===== src/rtl/lcd_nibble_receiver.sv =====
// Responder for the 4-bit HD44780-style LCD bus: captures nibbles on E falling edges, rebuilds bytes, keeps a 2x16 char buffer.
// Latency: byte strobe 2 cycles after the iLCD change that drops E; buffer read data 1 cycle after rd_addr_i.
// Backpressure: none possible on the bus; nibbles arriving while busy are dropped and flagged in overrun_o.
module lcd_nibble_receiver #(
  parameter int unsigned BUSY_CYCLES  = 40,
  parameter int unsigned CLEAR_CYCLES = 1600   // must be >= 32 so the clear sweep finishes under busy
) (
  input  logic       clk,
  input  logic       rst,
  input  logic [7:0] lcd_i,          // [7]=CE (ignored), [6]=RW, [5]=RS, [4]=E, [3:0]=data
  input  logic [4:0] rd_addr_i,
  output logic [7:0] rd_char_o,
  output logic       byte_valid_o,
  output logic [7:0] byte_o,
  output logic       byte_is_data_o,
  output logic [4:0] cursor_o,
  output logic       busy_o,
  output logic       mode4_o,
  output logic       overrun_o
);

  localparam int unsigned MAXC = (CLEAR_CYCLES > BUSY_CYCLES) ? CLEAR_CYCLES : BUSY_CYCLES;
  localparam int unsigned CW   = $clog2(MAXC + 1);
  localparam logic [CW-1:0] BUSY_LD  = CW'(BUSY_CYCLES);
  localparam logic [CW-1:0] CLEAR_LD = CW'(CLEAR_CYCLES);
  localparam logic [CW-1:0] CNT_ONE  = CW'(1);
  localparam logic [7:0]    BLANK    = 8'h20;

  typedef enum logic [1:0] {S_INIT8, S_HIGH, S_LOW} state_t;

  // Chip enable carries no information for the receiver.
  logic unused_ce;
  assign unused_ce = lcd_i[7];

  logic [6:0]    lcd_q;
  logic          e_prev_q;
  state_t        state_q, state_d;
  logic [3:0]    hi_q, hi_d;
  logic          rs_lat_q, rs_lat_d;
  logic          byte_vld_q, byte_vld_d;
  logic [7:0]    byte_q, byte_d;
  logic          is_data_q, is_data_d;
  logic [4:0]    cursor_q, cursor_d;
  logic          inc_q, inc_d;
  logic [CW-1:0] busy_cnt_q, busy_cnt_d;
  logic          mode4_q, mode4_d;
  logic          overrun_q, overrun_d;
  logic [5:0]    sweep_q, sweep_d;      // clear-sweep index; bit 5 set means idle
  logic [7:0]    rd_char_q;
  logic [7:0]    mem_q [32];

  logic          wr_en;
  logic [4:0]    wr_addr;
  logic [7:0]    wr_dat;

  logic          fall;
  logic          rw;
  logic          rs;
  logic [3:0]    nib;
  logic          busy;
  logic [7:0]    rx_byte;

  assign fall    = e_prev_q & ~lcd_q[4];
  assign rw      = lcd_q[6];
  assign rs      = lcd_q[5];
  assign nib     = lcd_q[3:0];
  assign busy    = (busy_cnt_q != '0);
  assign rx_byte = {hi_q, nib};

  // Bus sampling register and E history for falling-edge detection.
  always_ff @(posedge clk or posedge rst) begin
    if (rst) begin
      lcd_q    <= '0;
      e_prev_q <= 1'b0;
    end else begin
      lcd_q    <= lcd_i[6:0];
      e_prev_q <= lcd_q[4];
    end
  end

  // State and control registers.
  always_ff @(posedge clk or posedge rst) begin
    if (rst) begin
      state_q    <= S_INIT8;
      hi_q       <= '0;
      rs_lat_q   <= 1'b0;
      byte_vld_q <= 1'b0;
      byte_q     <= '0;
      is_data_q  <= 1'b0;
      cursor_q   <= '0;
      inc_q      <= 1'b1;
      busy_cnt_q <= '0;
      mode4_q    <= 1'b0;
      overrun_q  <= 1'b0;
      sweep_q    <= 6'd32;
    end else begin
      state_q    <= state_d;
      hi_q       <= hi_d;
      rs_lat_q   <= rs_lat_d;
      byte_vld_q <= byte_vld_d;
      byte_q     <= byte_d;
      is_data_q  <= is_data_d;
      cursor_q   <= cursor_d;
      inc_q      <= inc_d;
      busy_cnt_q <= busy_cnt_d;
      mode4_q    <= mode4_d;
      overrun_q  <= overrun_d;
      sweep_q    <= sweep_d;
    end
  end

  // Nibble FSM, byte decode, busy timing and buffer write selection.
  always_comb begin
    state_d    = state_q;
    hi_d       = hi_q;
    rs_lat_d   = rs_lat_q;
    byte_vld_d = 1'b0;
    byte_d     = byte_q;
    is_data_d  = is_data_q;
    cursor_d   = cursor_q;
    inc_d      = inc_q;
    busy_cnt_d = busy ? (busy_cnt_q - CNT_ONE) : busy_cnt_q;
    mode4_d    = mode4_q;
    overrun_d  = overrun_q;
    sweep_d    = sweep_q[5] ? sweep_q : (sweep_q + 6'd1);
    wr_en      = 1'b0;
    wr_addr    = '0;
    wr_dat     = '0;

    // The clear sweep only runs while busy, so it never collides with a decoder write.
    if (!sweep_q[5]) begin
      wr_en   = 1'b1;
      wr_addr = sweep_q[4:0];
      wr_dat  = BLANK;
    end

    if (fall && !rw) begin
      if (busy) begin
        overrun_d = 1'b1;
      end else begin
        case (state_q)
          S_INIT8: begin
            if (nib == 4'h2) begin
              state_d = S_HIGH;
              mode4_d = 1'b1;
            end
          end
          S_HIGH: begin
            hi_d     = nib;
            rs_lat_d = rs;
            state_d  = S_LOW;
          end
          S_LOW: begin
            state_d = S_HIGH;
            // An RS change between halves means we lost sync: discard silently.
            if (rs == rs_lat_q) begin
              byte_vld_d = 1'b1;
              byte_d     = rx_byte;
              is_data_d  = rs;
              busy_cnt_d = BUSY_LD;
              if (rs) begin
                wr_en    = 1'b1;
                wr_addr  = cursor_q;
                wr_dat   = rx_byte;
                cursor_d = inc_q ? (cursor_q + 5'd1) : (cursor_q - 5'd1);
              end else begin
                casez (rx_byte)
                  8'b1???????: cursor_d = {rx_byte[6], rx_byte[3:0]};
                  8'b000001??: inc_d = rx_byte[1];
                  8'b0000001?: cursor_d = '0;
                  8'b00000001: begin
                    busy_cnt_d = CLEAR_LD;
                    sweep_d    = '0;
                    cursor_d   = '0;
                    inc_d      = 1'b1;
                  end
                  default: ;
                endcase
              end
            end
          end
          default: state_d = S_INIT8;
        endcase
      end
    end
  end

  // Character buffer; reset leaves it blank.
  always_ff @(posedge clk or posedge rst) begin
    if (rst) begin
      for (int i = 0; i < 32; i++) mem_q[i] <= BLANK;
    end else if (wr_en) begin
      mem_q[wr_addr] <= wr_dat;
    end
  end

  // Registered read port; a same-cycle write to the same index returns the old value.
  always_ff @(posedge clk or posedge rst) begin
    if (rst) rd_char_q <= '0;
    else     rd_char_q <= mem_q[rd_addr_i];
  end

  assign rd_char_o      = rd_char_q;
  assign byte_valid_o   = byte_vld_q;
  assign byte_o         = byte_q;
  assign byte_is_data_o = is_data_q;
  assign cursor_o       = cursor_q;
  assign busy_o         = busy;
  assign mode4_o        = mode4_q;
  assign overrun_o      = overrun_q;

endmodule

===== config.mk =====
export PLATFORM = sky130hd
export DESIGN_NAME = lcd_nibble_receiver
export DESIGN_NICKNAME = d
export VERILOG_FILES = /design/src/rtl/lcd_nibble_receiver.sv
export SDC_FILE = /design/constraint.sdc
export NUM_CORES = 1
export LEC_CHECK = 0
export ABC_AREA = 1
export ABC_CLOCK_PERIOD_IN_PS = 10660
export CORE_AREA = 5 5 183 221
export DETAILED_ROUTE_END_ITERATION = 10
export DIE_AREA = 0 0 188 226
export PLACE_DENSITY_LB_ADDON = 0.12
export SLEW_MARGIN = 20
export SYNTH_ARGS = -nofsm -noshare
export SYNTH_HDL_FRONTEND = slang
export SYNTH_SLANG_ARGS = --single-unit

===== constraint.sdc =====
create_clock -name clk -period 10.66 [get_ports clk]
set_input_delay 2.132 -clock clk [delete_from_list [all_inputs] [get_ports clk]]
set_output_delay 2.132 -clock clk [all_outputs]
set_load 0.02 [all_outputs]

==> results of run 1 <==
## sequential cells by signal (all words and copies together) (netlist names)
signal	flops
busy_cnt_q	11
byte_is_data_o	1
byte_o	8
byte_valid_o	1
cursor_o	5
e_prev_q	1
hi_q	4
inc_q	1
lcd_q	7
mem_q	256
mode4_o	1
overrun_o	1
rd_char_o	8
rs_lat_q	1
state_q	2
sweep_q	6
## power by group through the flow
stage / logic (uW) / registers [uW] / clock network (uW)
after floorplan: 440 / 1400 / 0
after detailed placement: 653 / 1410 / 0
after global routing: 725 / 1400 / 1340
after CTS: 654 / 1390 / 1290
final: 650 / 1390 / 1260
after global placement: 647 / 1410 / 0
## area by class of cell
cell class	instances	area, um2	share of cell area [%]
clock buffer	57	1130	6.64
clock inverter	11	81.3	0.477
inverter	70	268	1.57
multi-input combinational	1450	6440	37.8
sequential	314	7900	46.4
tap	486	608	3.57
timing repair buffer	64	608	3.57
## worst max-delay path: cells and delay by family, from the launching register on
kind | cells | cell delay [ns]
and+or+nand+nor | 3 | 0.56
DFF | 1 | 0.37
buffers and inverters | 4 | 1.20
adders and majority gates | 1 | 0.17
## logic make-up after synthesis
family	synth area share, %
xor gates and xnor gates	0.584
buffers and inverters	4.56
and+or+nand+nor	31.4
adders and majority gates	0.718
AOI/OAI and AO/OA	10.0
DFF	52.7
## placed cells by master, fill, tap and decap left out, drive strengths merged
master | netlist | routed
clkinv | 3 | 12
dfstp | 34 | 34
a41o | 1 | 1
a211oi | 1 | 1
nor3 | 5 | 5
nand3 | 169 | 169
fa | 1 | 1
xnor2 | 6 | 6
clkbuf | 92 | 57
nand2 | 781 | 781
o21bai | 2 | 2
o221ai | 46 | 46
nor4 | 2 | 2
clkinvlp | 0 | 1
xor2 | 4 | 4
inv | 67 | 68
nor2 | 206 | 206
dfrtp | 280 | 280
ha | 7 | 7
a31oi | 1 | 1
nand4 | 12 | 12
o21a | 1 | 1
buf | 15 | 27
o211ai | 2 | 2
clkdlybuf4s50 | 0 | 37
o21ai | 162 | 162
a21oi | 26 | 26
o22ai | 15 | 15
## stage by stage
step           util [%]  setup WS [ns]
2_1_floorplan         -           4.37
3_3_place_gp       41.4           5.48
3_5_place_dp       41.4           5.51
4_1_cts            44.6           5.69
5_1_grt            44.7           5.46
6_report           44.7           5.71
## worst min path at each step
stage,start,endpoint
global placement,lcd_q[4]$_DFF_PP0_,e_prev_q$_DFF_PP0_
floorplan,lcd_q[4]$_DFF_PP0_,e_prev_q$_DFF_PP0_
CTS,lcd_q[4]$_DFF_PP0_,e_prev_q$_DFF_PP0_
global route,lcd_q[4]$_DFF_PP0_,e_prev_q$_DFF_PP0_
finish,lcd_q[4]$_DFF_PP0_,e_prev_q$_DFF_PP0_
detailed placement,lcd_q[4]$_DFF_PP0_,e_prev_q$_DFF_PP0_
## per-layer routing
metal / vias up / part of all wire [%] / track usage [%]
li1: 6289 / - / -
met5: - / 0 / 0
met4: 0 / 3.0 / 7.32
met3: 67 / 5.3 / 3.70
met1: 6191 / 43 / 28.7
met2: 354 / 49 / 37.3
==> metrics.md, run 1 <==
| Metric | Value |
|---|---|
| Core area | `0.0382 mm2` |
| Post-DRT Antenna Nets | `0` |
| CP most frequent cell | `inv_1` |
| CTS Root Cell | `clkbuf_16` |
| Grt ovf | `0` |
| First-pass GRT wire length | `73800 um` |
| Synth cell types | `32` |
| CP Data Required Time | `8.53 ns` |
| Min Clock Period, post-route | `4.95 ns` |
| Vias in the first global route | `12500` |
| R2R depth | `14` |
| Finished Layout Cells | `2452` |
| Seq pwr share | `42.1%` |
| Worst slew margin | `22.8%` |
| Post-DR wirelength/cell | `19.0 um` |
| Startpoint class of the critical path | `flip-flop` |
| Drt total wl | `46700 um` |
| H-tree level count | `2` |
| Fillers | `3830` |
| Seq/Total Area, Yosys | `52.7%` |
| CTS tree | `yes` |
| Clock buffer depth | `3` |
| Static leakage | `0.00871 uW` |
| Via count | `12900` |
| PwrDens | `194 mW/mm2` |
| Sw Share | `32.7%` |
| Internal cell power | `2220 uW` |
| Crit path to | `busy_o` |
| Crit path from | `busy_cnt_q[0]$_DFF_PP0_` |
| Max-cap violations | `0` |
| Post-DP Area | `0.0158 mm2` |
| Max Transition Viols Final | `0` |
| Initial drt markers | `1040` |
| Crit Path Max Fanout | `9` |
| Pre-Repair DR Iteration Count | `6` |
| Status | `complete, no violations` |
| Dpl hpwl | `28200 um` |
| Critical Path AT | `2.82 ns` |
| Hold_buf cts | `0` |
| Initial antenna violation count | `0` |
| Cells along the critical path | `inv_1 > ha_1 > inv_1 > nor2_1 > nand2_1 > nor2_2 > clkinv_1 > clkdlybuf4s50_1` |
| Share of post-route cells with drive strength above 1 | `7.63%` |
| Clk Latency, worst-skew pair | `0.54 ns` |
| Post-Syn Nets | `1964` |
| Vias per inst | `5.26` |
| Switch Pwr | `1080 uW` |
| Clock-pin slew on the worst setup and hold paths | `0.06 ns` |
| Final setup TNS | `0 ns` |
| Worst Hold Depth | `0` |
| Final period utilization | `46.4%` |
| Clock power frac | `38.2%` |
| # nets final | `1960` |
| Layout area overhead | `13.7%` |
| Cts bufs inserted | `37` |
| CP max stage cell | `clkdlybuf4s50_1` |
| Die H | `226 um` |
| Hold Fails Final Rpt | `0` |
| Initial Util | `39.3%` |
| Worst setup path class | `flip-flop to output pin` |
| Flops & latches, synth | `314` |
| Tightest Pin Transition | `1.15 ns` |
| Synth Instances | `1941` |
| Syn. warnings | `0` |
| Ys flop type | `dfrtp_1` |
| R2R Setup Slk | `6.76 ns` |
| Tot GR Track Use | `21.9%` |
| Post-synthesis cell area | `0.0150 mm2` |
| Synth async-reset ratio | `100%` |
| RSZ-0062 raised after global routing | `no` |
| Pin count of the biggest net entering global routing | `158` |
| Max VDD drop | `0.129 mV` |
| Clock Skew | `0.0220 ns` |
| Hold_ws | `0.385 ns` |
| Reg2Reg Launch Point | `busy_cnt_q[0]$_DFF_PP0_` |
| Post-synth EDFFs | `0` |
| Area contributors post-synth | `dfrtp_1 47%, nand2_1 20%, dfstp_2 6.0%, nand3_1 5.6%, o21ai_0 5.3%` |
| Setup bufs post-CTS | `0` |
| RePlAce Congestion | `0.832` |
| # IOs | `41` |
| Slowest Stage Delay on Critical Path | `0.64 ns` |
| Placed insts | `2382` |
| Final setup violation count | `0` |
| F_max | `202 MHz` |
| Yosys top cell by area | `dfrtp_1` |
| HP Class | `flip-flop to flip-flop` |
| DRC errors left | `0` |
| CTS-repair resized insts | `0` |
| Top cells by count, synth | `781 x nand2_1, 280 x dfrtp_1, 196 x nor2_1` |
| FP Rows | `79` |
| Port Buf Inserts | `39` |
| Die area | `0.0425 mm2` |
| Post-synthesis area per instance | `7.72 um2` |
| Synth top area share | `46.8%` |
| Final Power | `3300 uW` |
| Fin area | `0.0170 mm2` |
| Worst setup EP type | `output pin` |
| Reg2reg end | `mem_q[131]$_DFFE_PP0P_` |
| Die W | `188 um` |
| Top-count cell post-synth | `nand2_1` |
| Clock sink total | `314` |
| Comb power frac | `19.7%` |
| Antenna cell count | `0` |
Note: power is estimated with default switching activity, not from simulation.
==> run 2, diff against run 1 <==
Settings changed: ABC_CLOCK_PERIOD_IN_PS 10660 to 4400.
Clock period 10.66 ns to 4.4 ns, I/O delays scaled along.
==> run 2 against run 1 <==
Against the previous run:
- sequential share of layout area decreased by 0.56 points
- critical path depth is 5 higher
- clock power rose to 2.5 times the previous value
- routed wire length is 1.5% higher
- final cell count increased by 0.49%
- sequential cell count unchanged
- register-to-register slack lost 6.1 ns
- clock skew rose by 0.0012 ns
- first-iteration DRC count is 25% higher
- final area increased by 1.2%
- global-route usage rose by 0.46 points
- non-clock buffer count grew 12
==> metrics.md, run 2 (synthesized netlist as in run 1, its figures left out) <==
| Metric | Value |
|---|---|
| Status | `complete, no violations` |
| Max FFs per register | `256 (unchanged)` |
| Worst slew margin | `27.8% (+5.0 points)` |
| First-pass GRT wire length | `75300 um (+2.0%)` |
| CTS Root Cell | `clkbuf_16` |
| Final Worst Setup Slack | `0.684 ns (-5.03 ns)` |
| Critical Path AT | `4.14 ns (+1.32 ns)` |
| Clock buffer depth | `3 (unchanged)` |
| Antenna cell count | `0 (unchanged)` |
| Initial Util | `39.3% (unchanged)` |
| Post-DP Area | `0.0159 mm2 (+0.84%)` |
| Clock sink total | `314 (unchanged)` |
| Grt ovf | `0 (unchanged)` |
| CTS-repair resized insts | `0 (unchanged)` |
| Worst setup EP type | `flip-flop` |
| GRT met2 Usage | `37.6% (+0.31 points)` |
| Post-DR wirelength/cell | `19.2 um (+0.97%)` |
| Share of post-route cells with drive strength above 1 | `8.04% (+0.41 points)` |
| # nets final | `1972 (+0.61%)` |
| PwrDens | `472 mW/mm2 (+140%)` |
| Cts bufs inserted | `37 (unchanged)` |
| Most Crowded Layer GR | `met2` |
| Max-cap violations | `0 (unchanged)` |
| Die area | `0.0425 mm2 (unchanged)` |
| Hold Fails Final Rpt | `0 (unchanged)` |
| H-tree level count | `2 (unchanged)` |
| Drt total wl | `47300 um (+1.5%)` |
| Static leakage | `0.00881 uW (+1.2%)` |
| Dpl hpwl | `29300 um (+3.7%)` |
| Startpoint class of the critical path | `flip-flop` |
| Via count | `13100 (+1.8%)` |
| Max VDD drop | `0.244 mV (+89%)` |
| Setup WS pre-CTS | `0.684 ns (-4.83 ns)` |
| CP Data Required Time | `4.83 ns (-3.70 ns)` |
| Fin area | `0.0172 mm2 (+1.2%)` |
| Setup bufs post-CTS | `0 (unchanged)` |
| Port Buf Inserts | `39 (unchanged)` |
| Vias in the first global route | `12700 (+1.6%)` |
| Regs by FF count | `mem_q x256, busy_cnt_q x11` |
| Most frequent cells in the layout | `781 x nand2_1, 280 x dfrtp_1, 187 x nor2_1` |
| DRC errors left | `0 (unchanged)` |
| Crit Path Max Fanout | `21 (+12)` |
| FP Rows | `79 (unchanged)` |
| Tightest Pin Transition | `1.08 ns (-0.0733 ns)` |
| Hold_buf cts | `0 (unchanged)` |
| Layout area overhead | `15.1%` |
| CTS tree | `yes` |
| Core area | `0.0382 mm2 (unchanged)` |
| Final period utilization | `84.5%` |
| Post-DRT Antenna Nets | `0 (unchanged)` |
| Commonest non-fill, non-tap cell in the layout | `nand2_1` |
| Final setup violation count | `0 (unchanged)` |
| Pin count of the biggest net entering global routing | `77 (-51%)` |
| Final core utilization | `45.2% (+0.54 points)` |
| # IOs | `41 (unchanged)` |
| HP Class | `flip-flop to flip-flop` |
| Worst setup path class | `flip-flop to flip-flop` |
| Initial drt markers | `1297 (+25%)` |
| Die W | `188 um (unchanged)` |
| Clock Skew | `0.0232 ns (+0.00118 ns)` |
| Largest register by flop count | `mem_q` |
| Tot GR Track Use | `22.4% (+0.46 points)` |
| Met3 track demand over resource | `2.94% (-0.76 points)` |
| Clk Latency, worst-skew pair | `0.55 ns (about the same)` |
| Clock-pin slew on the worst setup and hold paths | `0.06 ns (about the same)` |
| F_max | `269 MHz` |
| Hold_ws | `0.381 ns (-0.00380 ns)` |
| Pre-Repair DR Iteration Count | `6 (unchanged)` |
| Initial antenna violation count | `0 (unchanged)` |
| Vias per inst | `5.33 (+1.3%)` |
| Met1 Use GR | `30.4% (+1.7 points)` |
| RSZ-0062 raised after global routing | `no` |
| Die H | `226 um (unchanged)` |
| Max Transition Viols Final | `0 (unchanged)` |
| RePlAce Congestion | `0.839 (+0.74%)` |
| Min Clock Period, post-route | `3.72 ns` |
-- run 2: cell types whose count changed in the layout (fill, tap and decap cells not counted), sizes merged --
cell and delta:
buf +12, bufinv +3, clkbuf -2, inv -1
-- run 2: path summary, 6_finish.rpt --
kind / cells after the start / from / slack [ns] / end
setup / recovery: 13 / busy_cnt_q[0]$_DFF_PP0_ / 0.68 / mem_q[144]$_DFFE_PP0P_
hold / removal: 0 / lcd_q[4]$_DFF_PP0_ / 0.38 / e_prev_q$_DFF_PP0_
setup reg to reg: 13 / busy_cnt_q[0]$_DFF_PP0_ / 0.68 / mem_q[144]$_DFFE_PP0P_
hold reg to reg: 0 / lcd_q[4]$_DFF_PP0_ / 0.38 / e_prev_q$_DFF_PP0_
max in group asynchronous: 3 / rst / 2.64 / mem_q[181]$_DFFE_PP1P_
min in group asynchronous: 2 / rst / 0.86 / mem_q[249]$_DFFE_PP0P_
-- run 2: final cells by class --
| type | instances | area [um2] |
|---|---|---|
| fill | 3805 | 20900 |
| timing repair buffer | 76 | 783 |
| clock buffer | 55 | 1070 |
| tap | 486 | 608 |
| clock inverter | 13 | 170 |
| sequential | 314 | 7900 |
| inverter | 70 | 268 |
| multi-input combinational | 1450 | 6440 |
-- run 2: worst max-delay path: stages (launching register included) --
cell and delay, ns:
dfrtp_1 0.38, inv_1 0.13, ha_1 0.16, inv_1 0.04, nor2_1 0.11, nand2_1 0.08, nor2_2 0.34, nand3_2 0.45
nand2_1 0.17, nand2_1 0.21, nor2_2 0.80, nand2_1 0.50, nand2_1 0.18, nand2_1 0.06
-- run 2: metrics by stage --
stage	total power [uW]	instances	setup TNS, ns
after floorplan	4450	1941	-177.83
after global placement	5020	2393	0
after detailed placement	5040	2393	0
after CTS	8220	2461	0
after global routing	8560	2464	0
final	8140	2464	0
-- run 2: power by group --
group	internal [uW]	total, uW	switching (uW)
combinational	417	1630	1210
sequential	3210	3370	153
clock	1880	3150	1270
total	5510	8140	2630
-- run 2: per-layer routing --
| metal | wire, um | vias up |
|---|---|---|
| met5 | 0 | - |
| met4 | 1310 | 0 |
| met3 | 2430 | 80 |
| met2 | 22700 | 388 |
| met1 | 20900 | 6341 |
| li1 | - | 6319 |
==> run 3, diff against run 2 <==
Settings changed: ABC_CLOCK_PERIOD_IN_PS 4400 to 3900.
Clock period 4.4 ns to 3.9 ns, I/O delays scaled along.
==> run 3 against run 2 <==
Against the previous run:
- hold slack barely moved
- clock skew fell by 0.0032 ns
- power rose by 11%
- highest routed layer unchanged
- setup slack got worse by 0.10 ns
- sequential cell count did not move
- critical endpoint is now mem_q[129]$_DFFE_PP0P_
- largest cell class unchanged
- global-route usage fell by 0.11 points
- non-clock buffer count rose by 19
- register-to-register slack got worse by 0.10 ns
==> metrics.md, run 3 (synthesized netlist as in run 1, its figures left out) <==
| Metric | Value |
|---|---|
| H-tree level count | `2 (unchanged)` |
| Static leakage | `0.00886 uW (+0.54%)` |
| Cts bufs inserted | `36 (-2.7%)` |
| Max VDD drop | `0.308 mV (+26%)` |
| FP Rows | `79 (unchanged)` |
| Clock-pin slew on the worst setup and hold paths | `0.06 ns (about the same)` |
| Hold_ws | `0.381 ns (+0.000179 ns)` |
| Critical Path AT | `3.74 ns (-0.40 ns)` |
| CTS-repair resized insts | `0 (unchanged)` |
| Final setup TNS | `0 ns (unchanged)` |
| Final core utilization | `45.2% (about the same)` |
| Hold path startpoint | `lcd_q[4]$_DFF_PP0_` |
| First-pass GRT wire length | `75200 um (about the same)` |
| # nets final | `1990 (+0.91%)` |
| Regs by FF count | `mem_q x256, busy_cnt_q x11` |
| Worst setup EP type | `flip-flop` |
| Fin area | `0.0173 mm2 (about the same)` |
| Count of cell instances traversed by the critical path | `15 (+2)` |
| CP max stage cell | `inv_2` |
| CP Data Required Time | `4.32 ns (-0.51 ns)` |
| Post-DR wirelength/cell | `19.0 um (-0.91%)` |
| CP most frequent cell | `nand2_1` |
| Reg2reg end | `mem_q[129]$_DFFE_PP0P_` |
| Cells along the critical path | `inv_1 > ha_1 > inv_1 > nor2_1 > nand3_1 > nor2_2 > nand3_1 > nand2_1 > nand2_1 > inv_1 > nand2_1 > inv_2 > nand2_1 > nand2_1 > nand2_1` |
| Initial drt markers | `954 (-26%)` |
| Worst Hold Depth | `0 (unchanged)` |
| R2R depth | `15 (+2)` |
| Final setup violation count | `0 (unchanged)` |
| Hold Fails Final Rpt | `0 (unchanged)` |
| Most Crowded Layer GR | `met2` |
| R2R Setup Slk | `0.58 ns (-0.10 ns)` |
| Clock sink total | `314 (unchanged)` |
| Vias in the first global route | `13100 (+3.2%)` |
| Met3 track demand over resource | `3.12% (+0.19 points)` |
| Clock buffer depth | `3 (unchanged)` |
| Die H | `226 um (unchanged)` |
| Pre-Repair DR Iteration Count | `6 (unchanged)` |
| CTS tree | `yes` |
| PwrDens | `524 mW/mm2 (+11%)` |
| Max Transition Viols Final | `0 (unchanged)` |
| Max FFs per register | `256 (unchanged)` |
| Tot GR Track Use | `22.3% (-0.11 points)` |
| Commonest non-fill, non-tap cell in the layout | `nand2_1` |
| Share of post-route cells with drive strength above 1 | `8.84% (+0.80 points)` |
| Largest register by flop count | `mem_q` |
| Reg2Reg Launch Point | `busy_cnt_q[0]$_DFF_PP0_` |
| Core area | `0.0382 mm2 (unchanged)` |
| Post-DP Area | `0.0161 mm2 (+1.0%)` |
| Dpl hpwl | `30600 um (+4.6%)` |
| Status | `complete, no violations` |
| Max-cap violations | `0 (unchanged)` |
| Tightest Pin Transition | `0.808 ns (-0.274 ns)` |
| Die W | `188 um (unchanged)` |
| DRC errors left | `0 (unchanged)` |
| Antenna cell count | `0 (unchanged)` |
| Drt total wl | `47200 um (-0.35%)` |
| Pin count of the biggest net entering global routing | `70 (-9.1%)` |
| Via count | `13100 (-0.36%)` |
| RePlAce Congestion | `0.860 (+2.5%)` |
| Port Buf Inserts | `39 (unchanged)` |
| # IOs | `41 (unchanged)` |
| Clock Skew | `0.0200 ns (-0.00320 ns)` |
| RSZ-0062 raised after global routing | `no` |
| Final period utilization | `85.1% (+0.66 points)` |
| Post-DRT Antenna Nets | `0 (unchanged)` |
| Initial Util | `39.3% (unchanged)` |
| GRT met2 Usage | `37.7% (+0.13 points)` |
| Hold endpoint | `e_prev_q$_DFF_PP0_` |
| Most frequent cells in the layout | `781 x nand2_1, 280 x dfrtp_1, 187 x nor2_1` |
| Worst setup path class | `flip-flop to flip-flop` |
| Vias per inst | `5.28 (-0.92%)` |
| Worst path top cell family by delay | `simple AND/OR/NAND/NOR gates` |
| CTS Root Cell | `clkbuf_16` |
| Worst path bufs/invs | `4 (+2)` |
| Grt ovf | `0 (unchanged)` |
| Slowest Stage Delay on Critical Path | `0.59 ns (-0.21 ns)` |
| F_max | `301 MHz (+12%)` |
| HP Class | `flip-flop to flip-flop` |
| Crit Path Max Fanout | `30 (+43%)` |
| Layout area overhead | `15.1% (about the same)` |
| Startpoint class of the critical path | `flip-flop` |
| Hold_buf cts | `0 (unchanged)` |
| Worst slew margin | `46.1% (+18 points)` |
| Initial antenna violation count | `0 (unchanged)` |
| Setup bufs post-CTS | `0 (unchanged)` |
| Clk Latency, worst-skew pair | `0.53 ns (-0.02 ns)` |
| Min Clock Period, post-route | `3.32 ns (-0.397 ns)` |
| Met1 Use GR | `28.8% (-1.6 points)` |
| Die area | `0.0425 mm2 (unchanged)` |
-- run 3: cell types whose count changed in the layout (fill, tap and decap cells not counted), sizes merged --
cell / previous run / this run
buf: 39 / 58
bufinv: 3 / 2
clkbuf: 55 / 51
clkinv: 12 / 13
inv: 67 / 66
-- run 3: metrics by stage --
step	worst slack (ns)	power, uW	std cells
floorplan	-1.04	5020	1941
global placement	0.591	5690	2415
detailed placement	0.604	5720	2415
CTS	0.572	9130	2478
global route	0.313	9480	2478
finish	0.581	9040	2478
-- run 3: worst max-delay path by stage --
stage | start | end
finish | busy_cnt_q[0]$_DFF_PP0_ | mem_q[129]$_DFFE_PP0P_
global placement | busy_cnt_q[0]$_DFF_PP0_ | mem_q[36]$_DFFE_PP0P_
global route | busy_cnt_q[0]$_DFF_PP0_ | mem_q[38]$_DFFE_PP0P_
floorplan | rst | busy_cnt_q[0]$_DFF_PP0_
detailed placement | busy_cnt_q[0]$_DFF_PP0_ | mem_q[38]$_DFFE_PP0P_
CTS | busy_cnt_q[0]$_DFF_PP0_ | mem_q[38]$_DFFE_PP0P_
-- run 3: report_power, final --
group	internal (uW)	switching (uW)	total (uW)
Sequential	3630	173	3800
Combinational	502	1360	1860
Clock	2010	1370	3380
Total	6140	2910	9040
-- run 3: per-layer routing --
| metal | vias up | wire (um) |
|---|---|---|
| li1 | 6358 | - |
| met1 | 6228 | 20000 |
| met2 | 390 | 22600 |
| met3 | 105 | 2480 |
| met4 | 0 | 2100 |
| met5 | - | 0 |
-- run 3: final cells by class --
| class | instances | area (um2) |
|---|---|---|
| clock inverter | 12 | 120 |
| fill | 3845 | 20900 |
| inverter | 70 | 268 |
| timing repair buffer | 95 | 866 |
| sequential | 314 | 7900 |
| tap | 486 | 608 |
| clock buffer | 51 | 1050 |
| multi-input combinational | 1450 | 6440 |
-- run 3: worst reg2reg max path, cell delays in order, from the launching register on --
cell and delay, ns:
dfrtp_1 0.37, inv_1 0.13, ha_1 0.17, inv_1 0.04
nor2_1 0.11, nand3_1 0.10, nor2_2 0.27, nand3_1 0.19
nand2_1 0.11, nand2_1 0.15, inv_1 0.15, nand2_1 0.17
inv_2 0.59, nand2_1 0.45, nand2_1 0.16, nand2_1 0.06
